`config.mk`:
```
export PLATFORM = sky130hd
export DESIGN_NAME = rcfwl_gclk_clkreqaggr_mc_flat
export DESIGN_NICKNAME = d
export VERILOG_FILES = /design/src/rtl/rcfwl_gclk_clkreqaggr_pkg.sv /design/src/rtl/rcfwl_gclk_clkreqaggr_mc_if.sv /design/src/rtl/rcfwl_gclk_linger_cnt.sv /design/src/rtl/rcfwl_gclk_clkreqaggr_mc.sv /design/src/flat_wrapper.sv
export SDC_FILE = /design/constraint.sdc
export NUM_CORES = 1
export LEC_CHECK = 0
export CORE_MARGIN = 4
export CORE_UTILIZATION = 46
export CTS_CLUSTER_SIZE = 40
export DETAILED_ROUTE_END_ITERATION = 7
export MAX_ROUTING_LAYER = met4
export PLACE_DENSITY_LB_ADDON = 0.2
export SLEW_MARGIN = 20
export SYNTH_ARGS = -nofsm -noshare
export SYNTH_HDL_FRONTEND = slang
export SYNTH_SLANG_ARGS = --single-unit
```
`constraint.sdc`:
```
create_clock -name clk -period 2.4 [get_ports clk]
set_input_delay 0.48 -clock clk [delete_from_list [all_inputs] [get_ports clk]]
set_output_delay 0.48 -clock clk [all_outputs]
set_load 0.05 [all_outputs]
```
`src/rtl/rcfwl_gclk_clkreqaggr_pkg.sv`:
```
// Clock-request aggregator shared types.
// FSM state encoding and default parameter constants.
package rcfwl_gclk_clkreqaggr_pkg;

  localparam int DEF_LINGER_W   = 8;
  localparam int DEF_RST_LINGER = 8;

  typedef enum logic [2:0] {
    S_IDLE     = 3'd0,
    S_REQ      = 3'd1,
    S_ACTIVE   = 3'd2,
    S_LINGER   = 3'd3,
    S_DEASSERT = 3'd4
  } state_t;

endpackage

```
`src/rtl/rcfwl_gclk_clkreqaggr_mc_if.sv`:
```
// Downstream/upstream clkreq/clkack handshake bundle.
// master: consumer/source side; slave: aggregator side.
interface rcfwl_gclk_clkreqaggr_mc_if #(
  parameter int NUM_CH = 4
);

  logic [NUM_CH-1:0] ch_clkreq;
  logic [NUM_CH-1:0] ch_clkack;
  logic              up_clkreq;
  logic              up_clkack;

  modport master (
    output ch_clkreq,
    input  ch_clkack,
    input  up_clkreq,
    output up_clkack
  );

  modport slave (
    input  ch_clkreq,
    output ch_clkack,
    output up_clkreq,
    input  up_clkack
  );

endinterface

```
`src/rtl/rcfwl_gclk_linger_cnt.sv`:
```
// Loadable linger down-counter; clr > load > dec.
// Ports: clk, rst, load, dec, clr, load_val in; expire (cnt==1) out.
module rcfwl_gclk_linger_cnt #(
  parameter int W = 8
) (
  input  logic         clk,
  input  logic         rst,
  input  logic         load,
  input  logic         dec,
  input  logic         clr,
  input  logic [W-1:0] load_val,
  output logic         expire
);

  logic [W-1:0] cnt;

  always_ff @(posedge clk) begin
    if (rst) begin
      cnt <= '0;
    end else if (clr) begin
      cnt <= '0;
    end else if (load) begin
      cnt <= load_val;
    end else if (dec) begin
      cnt <= cnt - W'(1);
    end
  end

  assign expire = (cnt == W'(1));

endmodule

```
`src/rtl/rcfwl_gclk_clkreqaggr_mc.sv`:
```
// Multi-channel clkreq aggregator with mask, linger and ack-drop flag.
// Ports: clk, rst, cfg_linger(_vld), ch_mask, hs (handshakes), status.
module rcfwl_gclk_clkreqaggr_mc
  import rcfwl_gclk_clkreqaggr_pkg::*;
#(
  parameter int NUM_CH     = 4,
  parameter int LINGER_W   = DEF_LINGER_W,
  parameter int RST_LINGER = DEF_RST_LINGER
) (
  input  logic                clk,
  input  logic                rst,
  input  logic [LINGER_W-1:0] cfg_linger,
  input  logic                cfg_linger_vld,
  input  logic [NUM_CH-1:0]   ch_mask,
  rcfwl_gclk_clkreqaggr_mc_if.slave hs,
  output logic                agg_active,
  output logic                err_ack_drop,
  output logic [2:0]          state_o
);

  localparam logic [LINGER_W-1:0] RST_LV = LINGER_W'(RST_LINGER);

  state_t              st;
  state_t              nxt;
  logic [NUM_CH-1:0]   live;
  logic                req_any;
  logic [LINGER_W-1:0] linger_val;
  logic                ld;
  logic                dec;
  logic                clr;
  logic                expire;
  logic                err_set;
  logic [NUM_CH-1:0]   ack_d;
  logic [NUM_CH-1:0]   ack_q;
  logic                up_q;

  assign live       = hs.ch_clkreq & ~ch_mask;
  assign req_any    = |live;
  assign linger_val = cfg_linger_vld ? cfg_linger : RST_LV;

  always_comb begin
    nxt     = st;
    ld      = 1'b0;
    dec     = 1'b0;
    clr     = 1'b0;
    err_set = 1'b0;
    ack_d   = '0;
    unique case (st)
      S_IDLE: begin
        if (req_any) nxt = S_REQ;
      end
      S_REQ: begin
        if (hs.up_clkack) nxt = S_ACTIVE;
      end
      S_ACTIVE: begin
        if (!hs.up_clkack) begin
          nxt     = S_REQ;
          err_set = 1'b1;
        end else begin
          ack_d = live;
          if (!req_any) begin
            if (linger_val != '0) begin
              nxt = S_LINGER;
              ld  = 1'b1;
            end else begin
              nxt = S_DEASSERT;
            end
          end
        end
      end
      S_LINGER: begin
        if (!hs.up_clkack) begin
          nxt     = S_REQ;
          err_set = 1'b1;
          clr     = 1'b1;
        end else begin
          ack_d = live;
          if (req_any) begin
            nxt = S_ACTIVE;
            clr = 1'b1;
          end else if (expire) begin
            nxt = S_DEASSERT;
            clr = 1'b1;
          end else begin
            dec = 1'b1;
          end
        end
      end
      S_DEASSERT: begin
        if (!hs.up_clkack) nxt = S_IDLE;
      end
      default: nxt = S_IDLE;
    endcase
  end

  always_ff @(posedge clk) begin
    if (rst) begin
      st           <= S_IDLE;
      up_q         <= 1'b0;
      agg_active   <= 1'b0;
      err_ack_drop <= 1'b0;
      ack_q        <= '0;
    end else begin
      st           <= nxt;
      up_q         <= (nxt == S_REQ) || (nxt == S_ACTIVE)
                      || (nxt == S_LINGER);
      agg_active   <= (nxt == S_ACTIVE) || (nxt == S_LINGER);
      err_ack_drop <= err_ack_drop | err_set;
      ack_q        <= ack_d;
    end
  end

  rcfwl_gclk_linger_cnt #(
    .W (LINGER_W)
  ) u_linger_cnt (
    .clk      (clk),
    .rst      (rst),
    .load     (ld),
    .dec      (dec),
    .clr      (clr),
    .load_val (linger_val),
    .expire   (expire)
  );

  assign hs.up_clkreq = up_q;
  assign hs.ch_clkack = ack_q;
  assign state_o      = st;

endmodule

```
`src/flat_wrapper.sv`:
```
// flat-port wrapper written by rule: the top's interface ports become plain ports
module rcfwl_gclk_clkreqaggr_mc_flat import rcfwl_gclk_clkreqaggr_pkg::*;
#(
  parameter int NUM_CH     = 4,
  parameter int LINGER_W   = DEF_LINGER_W,
  parameter int RST_LINGER = DEF_RST_LINGER
)
  (clk, rst, cfg_linger, cfg_linger_vld, ch_mask, agg_active, err_ack_drop, state_o, hs_ch_clkreq, hs_ch_clkack, hs_up_clkreq, hs_up_clkack);
  rcfwl_gclk_clkreqaggr_mc_if #(.NUM_CH(NUM_CH)) hs_i ();
  input  logic clk;
  input  logic rst;
  input  logic [LINGER_W-1:0] cfg_linger;
  input  logic cfg_linger_vld;
  input  logic [NUM_CH-1:0] ch_mask;
  output logic agg_active;
  output logic err_ack_drop;
  output logic [2:0] state_o;
  input wire logic [$bits(hs_i.ch_clkreq)-1:0] hs_ch_clkreq;
  output wire logic [$bits(hs_i.ch_clkack)-1:0] hs_ch_clkack;
  output wire logic [$bits(hs_i.up_clkreq)-1:0] hs_up_clkreq;
  input wire logic [$bits(hs_i.up_clkack)-1:0] hs_up_clkack;
  assign hs_i.ch_clkreq = hs_ch_clkreq;
  assign hs_ch_clkack = hs_i.ch_clkack;
  assign hs_up_clkreq = hs_i.up_clkreq;
  assign hs_i.up_clkack = hs_up_clkack;
  rcfwl_gclk_clkreqaggr_mc #(.NUM_CH(NUM_CH), .LINGER_W(LINGER_W), .RST_LINGER(RST_LINGER)) u_core (.clk(clk), .rst(rst), .cfg_linger(cfg_linger), .cfg_linger_vld(cfg_linger_vld), .ch_mask(ch_mask), .hs(hs_i), .agg_active(agg_active), .err_ack_drop(err_ack_drop), .state_o(state_o));
endmodule
```
==> impl_metrics.py <==
metrics = {
    "run_status": {
        "status": "complete, no violations",
    },
    "die": {
        "placementRows": 16,
        "dieWidth_um": 54.8,
        "coreArea_mm2": 0.00202,
        "initial_core_util": 0.498,
        "die_h_um": 54.8,
        "num_io_pins": 30,
        "die_area_mm2": 0.00300,
    },
    "power": {
        "irDropWorstVdd_mv": 0.346,
        "p_leak_nw": 0.562,
        "p_total_w": 0.000722,
        "power_density_mw_per_mm2": 502,
    },
    "yosys": {
        "synth-adder-area-share": 0.0248,
        "ys_warn_count": 0,
        "synth.area.top_cells": "dfxtp_1 36%, nor2_1 6.0%, a31oi_1 4.3%, a21oi_1 3.5%, a211oi_1 3.0%",
        "yosysSeqAreaShare": 0.358,
        "synth_area_per_cell_um2": 8.54,
        "synth_compound_area_frac": 0.309,
        "synthArstFlopShare": 0,
        "synthXorXnorAreaFrac": 0,
        "synth_top_family_by_area": "compound AO/OA/AOI/OAI gates",
        "syn_nets": 140,
        "syn_area_mm2": 0.00101,
        "yosysMostFrequentCell": "dfxtp_1",
        "synthMuxAreaShare": 0.0112,
        "synth_top_area_frac": 0.358,
        "syn-instance-count": 118,
        "ys_seq_elements": 18,
        "synth_edf_count": 0,
        "synth_top_cell_by_area": "dfxtp_1",
        "synth_simple_gate_area_frac": 0.253,
        "synth_ff_type": "dfxtp_1",
        "synth.distinct_cells": 40,
        "synthTopCellsByCount": "18 x dfxtp_1, 16 x nor2_1, 7 x a21oi_1, 7 x a31oi_1",
    },
    "cts": {
        "clkTransAtPathRegs_ns": 0.10,
        "cts_tree": "done",
        "cts_made_buffers": 3,
        "clkSinkCount": 18,
        "clock_latency_ns": 0.29,
        "htreeDepth": 1,
        "root_buffer": "clkbuf_4",
        "clk_path_buf_depth": 2,
        "cts_setup_buffers": 0,
    },
    "run": {
        "cap_violations": 0,
    },
    "critical_path": {
        "crit_path_start_kind": "flip-flop",
        "slowest_stage": "or3b_2",
        "crit_chain": "inv_1 > ha_1 > or3b_2 > nor2_1 > a311oi_2 > buf_4 > o2111a_1 > or2_2",
        "cp.arrival_ns": 2.43,
        "critPathKind": "flip-flop to flip-flop",
        "end_kind": "flip-flop",
        "worstPathMaxFanout": 3,
        "worstPathRequired_ns": 2.58,
        "critPathMaxStageDelay_ns": 0.47,
    },
    "timing": {
        "rsz0062_at_grt": "false",
        "setup_violations": 0,
        "relSlewSlack": 0.664,
        "period_share": 0.935,
        "drv_slew": 0,
        "fmax_mhz": 446,
        "finClkSkew_ns": 0.00449,
        "fin_crit_ns": 2.24,
        "finalHoldViolCount": 0,
        "whs_ns": 0.481,
        "tightest_slew_ns": 0.503,
    },
    "global_routing": {
        "grt_pass1_wl_um": 4370,
        "grt_pass1_vias": 1089,
        "antenna_found_initial": 0,
        "gr-usage-all-layers": 0.209,
        "grt_max_degree": 14,
        "grt-ovfl-total": 0,
    },
    "finish": {
        "syn2layout_area_growth_pct": 43.0,
        "antenna_cells": 0,
        "final_cell_area_mm2": 0.00144,
        "nets": 183,
        "fin_cells": 186,
        "drive_gt1_frac": 0.164,
    },
    "route": {
        "postRouteWirelength_um": 2840,
        "ant_nets": 0,
        "wl_per_cell_um": 15.3,
        "viasPerCell": 6.01,
        "drc": 0,
        "vias": 1118,
        "dr.pass1.iters": 4,
        "drt-initial-drc-count": 41,
    },
    "place": {
        "place_inst": 183,
        "place_congestion": 0.914,
        "postPlaceCellArea_mm2": 0.00142,
        "place_hpwl_um": 2230,
        "port_buffers": 29,
    },
    "hold_path": {
        "hp-class": "flip-flop to flip-flop",
    },
}
power breakdown:
part           leakage, nW  switching, W  internal [W]  total, W
sequential           0.147     0.0000166      0.000316  0.000333
combinational        0.401      0.000125      0.000116  0.000242
clock               0.0138     0.0000895     0.0000584  0.000148
total                0.562      0.000231      0.000491  0.000722
what timing repair did:
item                       in CTS  in global routing
hold buffers                    0                  0
gates resized for setup         0                  1
setup endpoints to repair       0                  1
through the flow:
step | utilization | setup slack [ns] | setup TNS, ns
after floorplan | - | 0.279 | 0
after global placement | 0.700 | -0.0622 | -0.229
after detailed placement | 0.700 | -0.128 | -0.599
after CTS | 0.712 | 0.115 | 0
after global routing | 0.712 | 0.00889 | 0
final | 0.712 | 0.155 | 0
area by class of cell:
cell class | count | area (µm²)
multi-input combinational | 91 | 603
fill | 165 | 582
timing repair buffer | 42 | 400
sequential | 18 | 362
tap | 27 | 33.8
clock buffer | 3 | 22.5
inverter | 5 | 18.8
critical path: cells and delay by family, from the launching register on:
| family | cells | cell delay, ns |
|---|---|---|
| adder cells (fa/ha/maj) | 1 | 0.16 |
| flip-flops | 1 | 0.34 |
| AO/OA/AOI/OAI | 2 | 0.40 |
| AND/OR/NAND/NOR | 3 | 0.97 |
| buffers and inverters | 2 | 0.26 |
final timing paths:
kind / from / endpoint / slack [ns] / cells after the start
min reg2reg: u_core.err_ack_drop / u_core.err_ack_drop / 0.48 / 2
max: u_core.u_linger_cnt.cnt[1] / u_core.hs.up_clkreq / 0.16 / 8
min: u_core.err_ack_drop / u_core.err_ack_drop / 0.48 / 2
max reg2reg: u_core.u_linger_cnt.cnt[1] / u_core.hs.up_clkreq / 0.16 / 8
flip-flops by register name (all words and copies together), names as in the netlist:
name                     count
u_core.agg_active            1
u_core.state_o               3
u_core.hs.ch_clkack          4
u_core.hs.up_clkreq          1
u_core.u_linger_cnt.cnt      8
u_core.err_ack_drop          1
per-layer routing:
metal  wire length, µm  vias up  part of all wire  GRT usage
met5                 0        -                 0          -
met4                56        0             0.020      0.112
met3               235        7             0.083     0.0300
met2              1450       65              0.51      0.364
met1              1100      509              0.39      0.226
li1                  -      537                 -          -
cell usage in the layout (no fill, tap or decap), types with 2 or more instances in the layout:
cell type         n
buf_4            12
nand2b_1          4
nor3_1            3
a31oi_1           7
nand3_1           5
a211oi_1          4
nand2_1           4
or3_1             2
dfxtp_1          17
nor2_1           16
o211a_1           2
clkbuf_4          3
nor2b_1           2
o2111a_1          2
and3_1            3
o31ai_1           3
ha_1              2
a21oi_1           7
nor4_1            2
clkdlybuf4s50_1  29
o211ai_1          4
o21a_1            2
inv_1             5
logic make-up after synthesis:
kind of cell | Yosys count
and+or+nand+nor | 48
AOI/OAI and AO/OA | 40
DFF | 18
buffers and inverters | 9
adders and majority gates | 2
muxes | 1
Power figures use the tool's default switching activity.
